<file path="config.mk">
export PLATFORM = sky130hd
export DESIGN_NAME = fetch_stage
export DESIGN_NICKNAME = d
export VERILOG_FILES = /design/src/rtl/fetch_stage.sv
export SDC_FILE = /design/constraint.sdc
export NUM_CORES = 1
export LEC_CHECK = 0
export ABC_AREA = 1
export CORE_MARGIN = 2
export CORE_UTILIZATION = 40
export DETAILED_ROUTE_END_ITERATION = 10
export GPL_ROUTABILITY_DRIVEN = 0
export GPL_TIMING_DRIVEN = 0
export PLACE_DENSITY = 0.72
export SLEW_MARGIN = 20
export SYNTH_ARGS = -nofsm -noshare
export SYNTH_HDL_FRONTEND = slang
export SYNTH_SLANG_ARGS = --single-unit
</file>
<file path="constraint.sdc">
create_clock -name clock -period 6.4 [get_ports clock]
set_input_delay 1.28 -clock clock [delete_from_list [all_inputs] [get_ports clock]]
set_output_delay 1.28 -clock clock [all_outputs]
set_load 0.02 [all_outputs]
</file>
<file path="src/rtl/fetch_stage.sv">
// rtl/fetch_stage.sv - instruction fetch stage: PC, imem requests, registered output slot
//
// Purpose: owns the program counter and fetches from a stateless, variable-wait
// instruction memory. It holds one fetched instruction in a registered slot that
// feeds the fetch-to-decode register. It handles stall back-pressure and
// branch/jump redirects, and it traps into a sticky error state on memory timeout.
//
// Ports:
//   clock, reset      clock and asynchronous active-high reset
//   stall             downstream cannot take f_instr/f_pc this cycle
//   redirect          taken branch/jump; redirect_pc is the new PC (bits [1:0] dropped)
//   imem_req/addr     combinational request to instruction memory (addr = pc)
//   imem_rdata/ready  response word, valid when imem_req & imem_ready
//   f_instr/f_pc      output slot contents (NOP_INSTR while empty)
//   f_valid           output slot holds a real instruction
//   fetch_err         sticky memory timeout flag
module fetch_stage #(
  parameter logic [31:0] RESET_PC  = 32'h0000_0000,
  parameter logic [31:0] NOP_INSTR = 32'h0000_0000,
  parameter int          TIMEOUT   = 16
) (
  input  logic        clock,
  input  logic        reset,
  input  logic        stall,
  input  logic        redirect,
  input  logic [31:0] redirect_pc,
  output logic        imem_req,
  output logic [31:0] imem_addr,
  input  logic [31:0] imem_rdata,
  input  logic        imem_ready,
  output logic [31:0] f_instr,
  output logic [31:0] f_pc,
  output logic        f_valid,
  output logic        fetch_err
);

  typedef enum logic [1:0] {
    ST_BOOT  = 2'd0,
    ST_RUN   = 2'd1,
    ST_ERROR = 2'd2
  } state_t;

  localparam logic [15:0] WAIT_LAST = 16'(TIMEOUT - 1);

  state_t      state_q,     state_d;
  logic [31:0] pc_q,        pc_d;
  logic [15:0] wait_cnt_q,  wait_cnt_d;
  logic [31:0] f_instr_q,   f_instr_d;
  logic [31:0] f_pc_q,      f_pc_d;
  logic        f_valid_q,   f_valid_d;
  logic        fetch_err_q, fetch_err_d;

  logic advance;
  logic complete;
  logic waiting;
  logic timeout_hit;
  logic unused_redirect_lsbs;

  // Low PC bits of a redirect target are discarded, instructions are word aligned.
  assign unused_redirect_lsbs = ^redirect_pc[1:0];

  // The slot can take a new instruction when it is empty or being consumed now.
  assign advance     = !f_valid_q || !stall;
  assign imem_req    = (state_q == ST_RUN) && advance && !redirect;
  assign imem_addr   = pc_q;
  assign complete    = imem_req && imem_ready;
  assign waiting     = imem_req && !imem_ready;
  assign timeout_hit = (TIMEOUT != 0) && waiting && (wait_cnt_q == WAIT_LAST);

  always_comb begin
    state_d     = state_q;
    pc_d        = pc_q;
    wait_cnt_d  = wait_cnt_q;
    f_instr_d   = f_instr_q;
    f_pc_d      = f_pc_q;
    f_valid_d   = f_valid_q;
    fetch_err_d = fetch_err_q;

    case (state_q)
      ST_BOOT: begin
        state_d = ST_RUN;
      end

      ST_RUN: begin
        if (redirect) begin
          pc_d       = {redirect_pc[31:2], 2'b00};
          f_valid_d  = 1'b0;
          f_instr_d  = NOP_INSTR;
          wait_cnt_d = '0;
        end else if (complete) begin
          // A completion also refills a slot that is being consumed this cycle.
          f_instr_d  = imem_rdata;
          f_pc_d     = pc_q;
          f_valid_d  = 1'b1;
          pc_d       = pc_q + 32'd4;
          wait_cnt_d = '0;
        end else if (timeout_hit) begin
          state_d     = ST_ERROR;
          fetch_err_d = 1'b1;
          f_valid_d   = 1'b0;
          f_instr_d   = NOP_INSTR;
        end else begin
          if (waiting) begin
            wait_cnt_d = wait_cnt_q + 16'd1;
          end
          if (f_valid_q && !stall) begin
            f_valid_d = 1'b0;
            f_instr_d = NOP_INSTR;
          end
        end
      end

      ST_ERROR: begin
        // Terminal until reset; everything holds.
      end

      default: begin
        state_d = ST_ERROR;
      end
    endcase
  end

  always_ff @(posedge clock or posedge reset) begin
    if (reset) begin
      state_q     <= ST_BOOT;
      pc_q        <= RESET_PC;
      wait_cnt_q  <= '0;
      f_instr_q   <= NOP_INSTR;
      f_pc_q      <= '0;
      f_valid_q   <= 1'b0;
      fetch_err_q <= 1'b0;
    end else begin
      state_q     <= state_d;
      pc_q        <= pc_d;
      wait_cnt_q  <= wait_cnt_d;
      f_instr_q   <= f_instr_d;
      f_pc_q      <= f_pc_d;
      f_valid_q   <= f_valid_d;
      fetch_err_q <= fetch_err_d;
    end
  end

  assign f_instr   = f_instr_q;
  assign f_pc      = f_pc_q;
  assign f_valid   = f_valid_q;
  assign fetch_err = fetch_err_q;

endmodule

</file>
==> results.md, run 1 <==
* Antenna violations before repair at 0
* Core area at 14,500 um^2
* Initial core utilization at 41.1%
* CP endpoint kind: primary output
* Post-Synth Simple-Gate Area at 37.2%
* Distinct cells, synth at 33
* Io pins at 168
* Routed len/inst at 14.5 um
* Leakage power at 0.00392 uW
* Pin slew with the least headroom to its limit at 0.611 ns
* FF-to-FF path depth at 8
* Status: finished, final reports clean
* Routed vias at 5,945
* Final Critical Period at 3.95 ns
* Setup crit start: stall
* RSZ-0062 raised after global routing: no
* Adder-cell share of the synthesized area at 0.419%
* Worst-Skew Late Latency at 0.36 ns
* Startpoint Class: input port
* Overflow after GRT at 0
* Mux share of post-synthesis cell area at 0%
* Cts hold-fix bufs at 0
* Root buffer cell: clkbuf_16
* Post-CTS sizing at 0
* Clk sink count at 112
* Setup bufs post-CTS at 0
* Die X at 126 um
* Total CTS buffers at 9
* Drt drc at 0
* Fmax at 0.253 GHz
* Clock Path Buffers at 2
* Die area at 15,900 um^2
* Register area share after synthesis at 47.0%
* Setup TNS at 0 ns
* Post-route ant nets at 0
* Final core occ at 56.0%
* # setup viols final at 0
* Clk pin slew, worst setup/hold paths at 0.07 ns
* Largest net degree at the start of global routing at 58
* Port Buffer Count at 160
* Worst-path fanout max at 3
* Worst hold slack at 0.472 ns
* Critical path destination: imem_req
* Synth Area in Compound Gates at 6.87%
* Cell Rows at 44
* # nets final at 1,083
* Final WL at 17,400 um
* Placed cells at 1,185
* Post-Syn Instances at 837
* Capture point of the worst reg-to-reg path: imem_addr[14]
* R2R setup slack at 4.55 ns
* CTS tree: done
* Non-filler instance count after layout at 1,201
* XOR/XNOR Fraction of Synth Area at 0.293%
* Post-synth EDFFs at 0
* CTS H-tree depth at 3
* Max cap viols at 0
* Most frequent cells in the layout: 353 x nand2_1, 160 x clkdlybuf4s50_1, 112 x dfrtp_1
* Area Overhead vs Synth at 36.3%
* Chip Height at 126 um
* Iteration-0 DRC Markers at 405
* Filler instances at 1,412
* Fin. Hold Viols at 0
* Critical R2R Launch: imem_addr[2]
* First-pass GRT wire length at 27,900 um
* Worst min path class: flop to flop
* Tot GR Track Use at 21.9%
* Primary FF master, synth: dfrtp_1
* Clock Skew at 0.00851 ns
* Critical path class: input port to primary output
* Arr. time, crit path at 2.67 ns
* Drt first pass iters at 5
* Max rail drop VDD at 0.000120 V
* #FFs+latches synth at 112
* Share of layout cells above drive strength 1 at 6.39%
* Antenna cell count at 0
* Final period util at 61.7%
* Synthesized area per cell at 7.13 um^2
* Synth async-reset ratio at 100%
* Mapped Area at 5970 um^2
* Slew Viols, Final at 0
* Vias in the first global route at 5,487
* Rel. slew slack at 59.3%
* Most common cell after layout, fill and taps aside: nand2_1
* Vias per cell at 4.95
* Largest family of logic cells by synthesized area: simple AND/OR/NAND/NOR gates
* Power per cell area at 245 nW/um^2
* Synth warn at 0
* Final HPWL DP at 12,900 um
* Crit path required time at 5.12 ns
where the power goes:
| part | switching, uW | internal (uW) |
|---|---|---|
| Clock | 270 | 297 |
| Sequential | 79.2 | 789 |
| Combinational | 307 | 251 |
| Total | 656 | 1340 |
critical path, stage by stage:
cell             delay [ns]
clkdlybuf4s50_1        0.42
nand2_1                0.10
nand2_2                0.11
nor2_8                 0.14
clkdlybuf4s50_1        0.63
worst min path at each step:
stage	start	to	slack, ns	depth (start not counted)
6_report	fetch_err	fetch_err	0.47	2
5_1_grt	f_instr[31]	f_instr[31]	0.49	2
4_1_cts	f_instr[31]	f_instr[31]	0.48	2
3_5_place_dp	fetch_err	fetch_err	0.46	2
3_3_place_gp	fetch_err	fetch_err	0.45	2
2_1_floorplan	wait_cnt_q[1]	wait_cnt_q[1]	0.47	2
flip-flops by register name, indices dropped and copies added (netlist names):
register	count
f_instr	32
f_pc	30
imem_addr	30
wait_cnt_q	16
state_q	2
f_valid	1
fetch_err	1
cells by family after synthesis:
| logic type | count (synthesis) |
|---|---|
| fa+ha+maj | 2 |
| buf+inv | 102 |
| simple gates | 541 |
| other cells | 1 |
| compound gates | 77 |
| xor+xnor | 2 |
| flops | 112 |
through the flow:
step / power (uW) / setup WS [ns] / cell area, um^2
2_1_floorplan: 1160 / 2.16 / 5980
3_3_place_gp: 1430 / 0.395 / 7810
3_5_place_dp: 1440 / 2.45 / 7850
4_1_cts: 2000 / 2.43 / 8140
5_1_grt: 2090 / 2.40 / 8140
6_report: 1990 / 2.45 / 8140
cell usage after synthesis (4+ instances only):
cell type  instances  area, um^2
buf_6              9         101
dfrtp_1          112        2800
nand2_1          353        1330
buf_4              8        60.1
nor2_2             8        50.1
inv_2              4        15.0
nand3_1           50         250
inv_1             63         236
nand4_1           14        87.6
a21oi_1            8        40.0
clkbuf_1           9        33.8
o21ai_1           17        85.1
nand2_2            5        31.3
o21ai_0           41         205
nor2_1           102         383
buf_2              7        35.0
area by class of cell:
cell class              instances  area [um^2]  share of cell area [%]
clock buffers                  12          267                    3.27
plain buffers                  34          234                    2.87
well taps                     184          230                    2.83
flip-flops and latches        112         2800                    34.4
inverters                      68          260                    3.20
multi-input cells             626         2690                    33.0
clock inverters                 4         27.5                   0.338
repair buffers                161         1630                    20.0
routing by layer:
metal  wire (um)  global-route usage [%]  share of wire (%)  vias to the layer above
met2        8210                    35.5                 47                      175
met4         467                    8.47                2.7                        0
met1        7750                    29.3                 45                     2770
met5           0                       0                  0                        -
li1            -                       -                  -                     2966
met3         941                    3.91                5.4                       34
Power figures use the tool's default switching activity.
==> run 2, diff against run 1 <==
- clock period: 6.4 -> 4.1 ns (I/O delays scaled with it)
==> results of run 2 <==
The final DEF is identical to that of run 1. Status: finished, final reports clean.
Among the figures that moved: setup slack after placement 2.45 ns -> 1.07 ns; setup slack after layout 2.45 ns -> 1.07 ns; register-to-register setup slack 4.55 ns -> 2.25 ns; total power 1990 uW -> 3110 uW; worst IR drop on VDD 0.000120 V -> 0.000187 V
==> run 3, diff against run 2 <==
- clock period: 4.1 -> 2.79 ns (I/O delays scaled with it)
==> results.md, run 3 (synthesis results as in run 1) <==
* Antenna cell count at 0
* Cell Rows at 44
* Final core occ at 56.4%
* CP endpoint kind: primary output
* Capture point of the worst reg-to-reg path: imem_addr[30]
* Final HPWL DP at 13,300 um
* FF-to-FF path depth at 10
* Hold_sp: f_instr[9]
* Fin. Hold Viols at 0
* Clock Path Buffers at 2
* Most frequent cells in the layout: 353 x nand2_1, 160 x clkdlybuf4s50_1, 112 x dfrtp_1
* Non-filler instance count after layout at 1,204
* Root buffer cell: clkbuf_16
* Placed cells at 1,188
* Share of layout cells above drive strength 1 at 6.57%
* Max rail drop VDD at 0.000316 V
* First-pass GRT wire length at 28,900 um
* Die X at 126 um
* Pin slew with the least headroom to its limit at 0.592 ns
* Final period util at 90.0%
* Worst-path fanout max at 3
* Worst slack at placement at 0.281 ns
* Rel. slew slack at 60.5%
* Setup bufs post-CTS at 0
* Final WL at 17,700 um
* Top layer in use: met4
* Antenna violations before repair at 0
* R2R setup slack at 0.91 ns
* Met1 Routed Length at 7790 um
* Power per cell area at 563 nW/um^2
* Crit path required time at 2.23 ns
* Fmax at 0.398 GHz
* CTS tree: done
* Critical R2R Launch: imem_addr[3]
* Arr. time, crit path at 1.95 ns
* Worst min path class: flop to flop
* Hold Path End: f_instr[9]
* Total CTS buffers at 9
* Post-route cell area at 8200 um^2
* Startpoint Class: input port
* Post-CTS sizing at 0
* Clk pin slew, worst setup/hold paths at 0.07 ns
* Vias per cell at 4.89
* Slew Viols, Final at 0
* Worst hold slack at 0.470 ns
* Setup ws final at 0.280 ns
* Chip Height at 126 um
* Io pins at 168
* Status: finished, final reports clean
* Critical path class: input port to primary output
* Initial core utilization at 41.1%
* Largest net degree at the start of global routing at 28
* Max cap viols at 0
* Port Buffer Count at 160
* Overflow after GRT at 0
* WL met2 at 8470 um
* Worst Hold Depth at 2
* CTS H-tree depth at 3
* Iteration-0 DRC Markers at 370
* Post-route ant nets at 0
* RSZ-0062 raised after global routing: no
* Drt drc at 0
* Placement Cell Area at 7900 um^2
* Most common cell after layout, fill and taps aside: nand2_1
* Worst-Skew Late Latency at 0.36 ns
* Routed len/inst at 14.7 um
* Clk sink count at 112
* Leakage power at 0.00394 uW
* Max reg flops at 32
* # nets final at 1,086
* Routed vias at 5,892
* Drt first pass iters at 4
* Tot GR Track Use at 22.7%
* WL met3 at 982 um
* Core area at 14,500 um^2
* Die area at 15,900 um^2
* # setup viols final at 0
* Filler instances at 1,421
* Cts hold-fix bufs at 0
* Clock Skew at 0.00736 ns
* Final Critical Period at 2.51 ns
* Area Overhead vs Synth at 37.4%
* Vias in the first global route at 5,816
## run 3: stage by stage
step | TNS (ns) | total power [uW]
after floorplan | 0 | 2650
after global routing | 0 | 4860
after CTS | 0 | 4650
final | 0 | 4610
after detailed placement | 0 | 3320
after global placement | -32.46 | 3280
## run 3: layer usage
metal,up-vias,track usage (%)
met5,-,0
met4,0,8.02
met3,29,4.50
met2,198,38.4
met1,2707,29.0
li1,2958,-
## run 3: worst max-delay path: stages
cell and delay [ns]:
clkdlybuf4s50_1 0.42, nand2_1 0.09, nand2_2 0.10, nor2_8 0.14, clkdlybuf4s50_1 0.64
## run 3: layout make-up
cell class | count | area, um^2 | area share, %
Timing Repair Buffer | 164 | 1690 | 20.6
Clock buffer | 11 | 243 | 2.96
Inverter | 68 | 259 | 3.16
Multi-Input combinational cell | 626 | 2690 | 32.8
Buffer | 34 | 234 | 2.85
Clock inverter | 5 | 56.3 | 0.686
Sequential cell | 112 | 2800 | 34.2
Tap cell | 184 | 230 | 2.81
## run 3: power by group
group	internal [uW]	switching [uW]
registers	1810	184
clock network	721	607
logic	584	710
## run 3: worst max path at each step
stage | from | endpoint | slack, ns | cells past startpoint
floorplan | reset | f_instr[0] | 0.87 | 1
global placement | reset | imem_addr[9] | -0.30 | 2
detailed placement | stall | imem_req | 0.28 | 5
CTS | stall | imem_req | 0.27 | 5
global route | stall | imem_req | 0.25 | 5
finish | stall | imem_req | 0.28 | 5
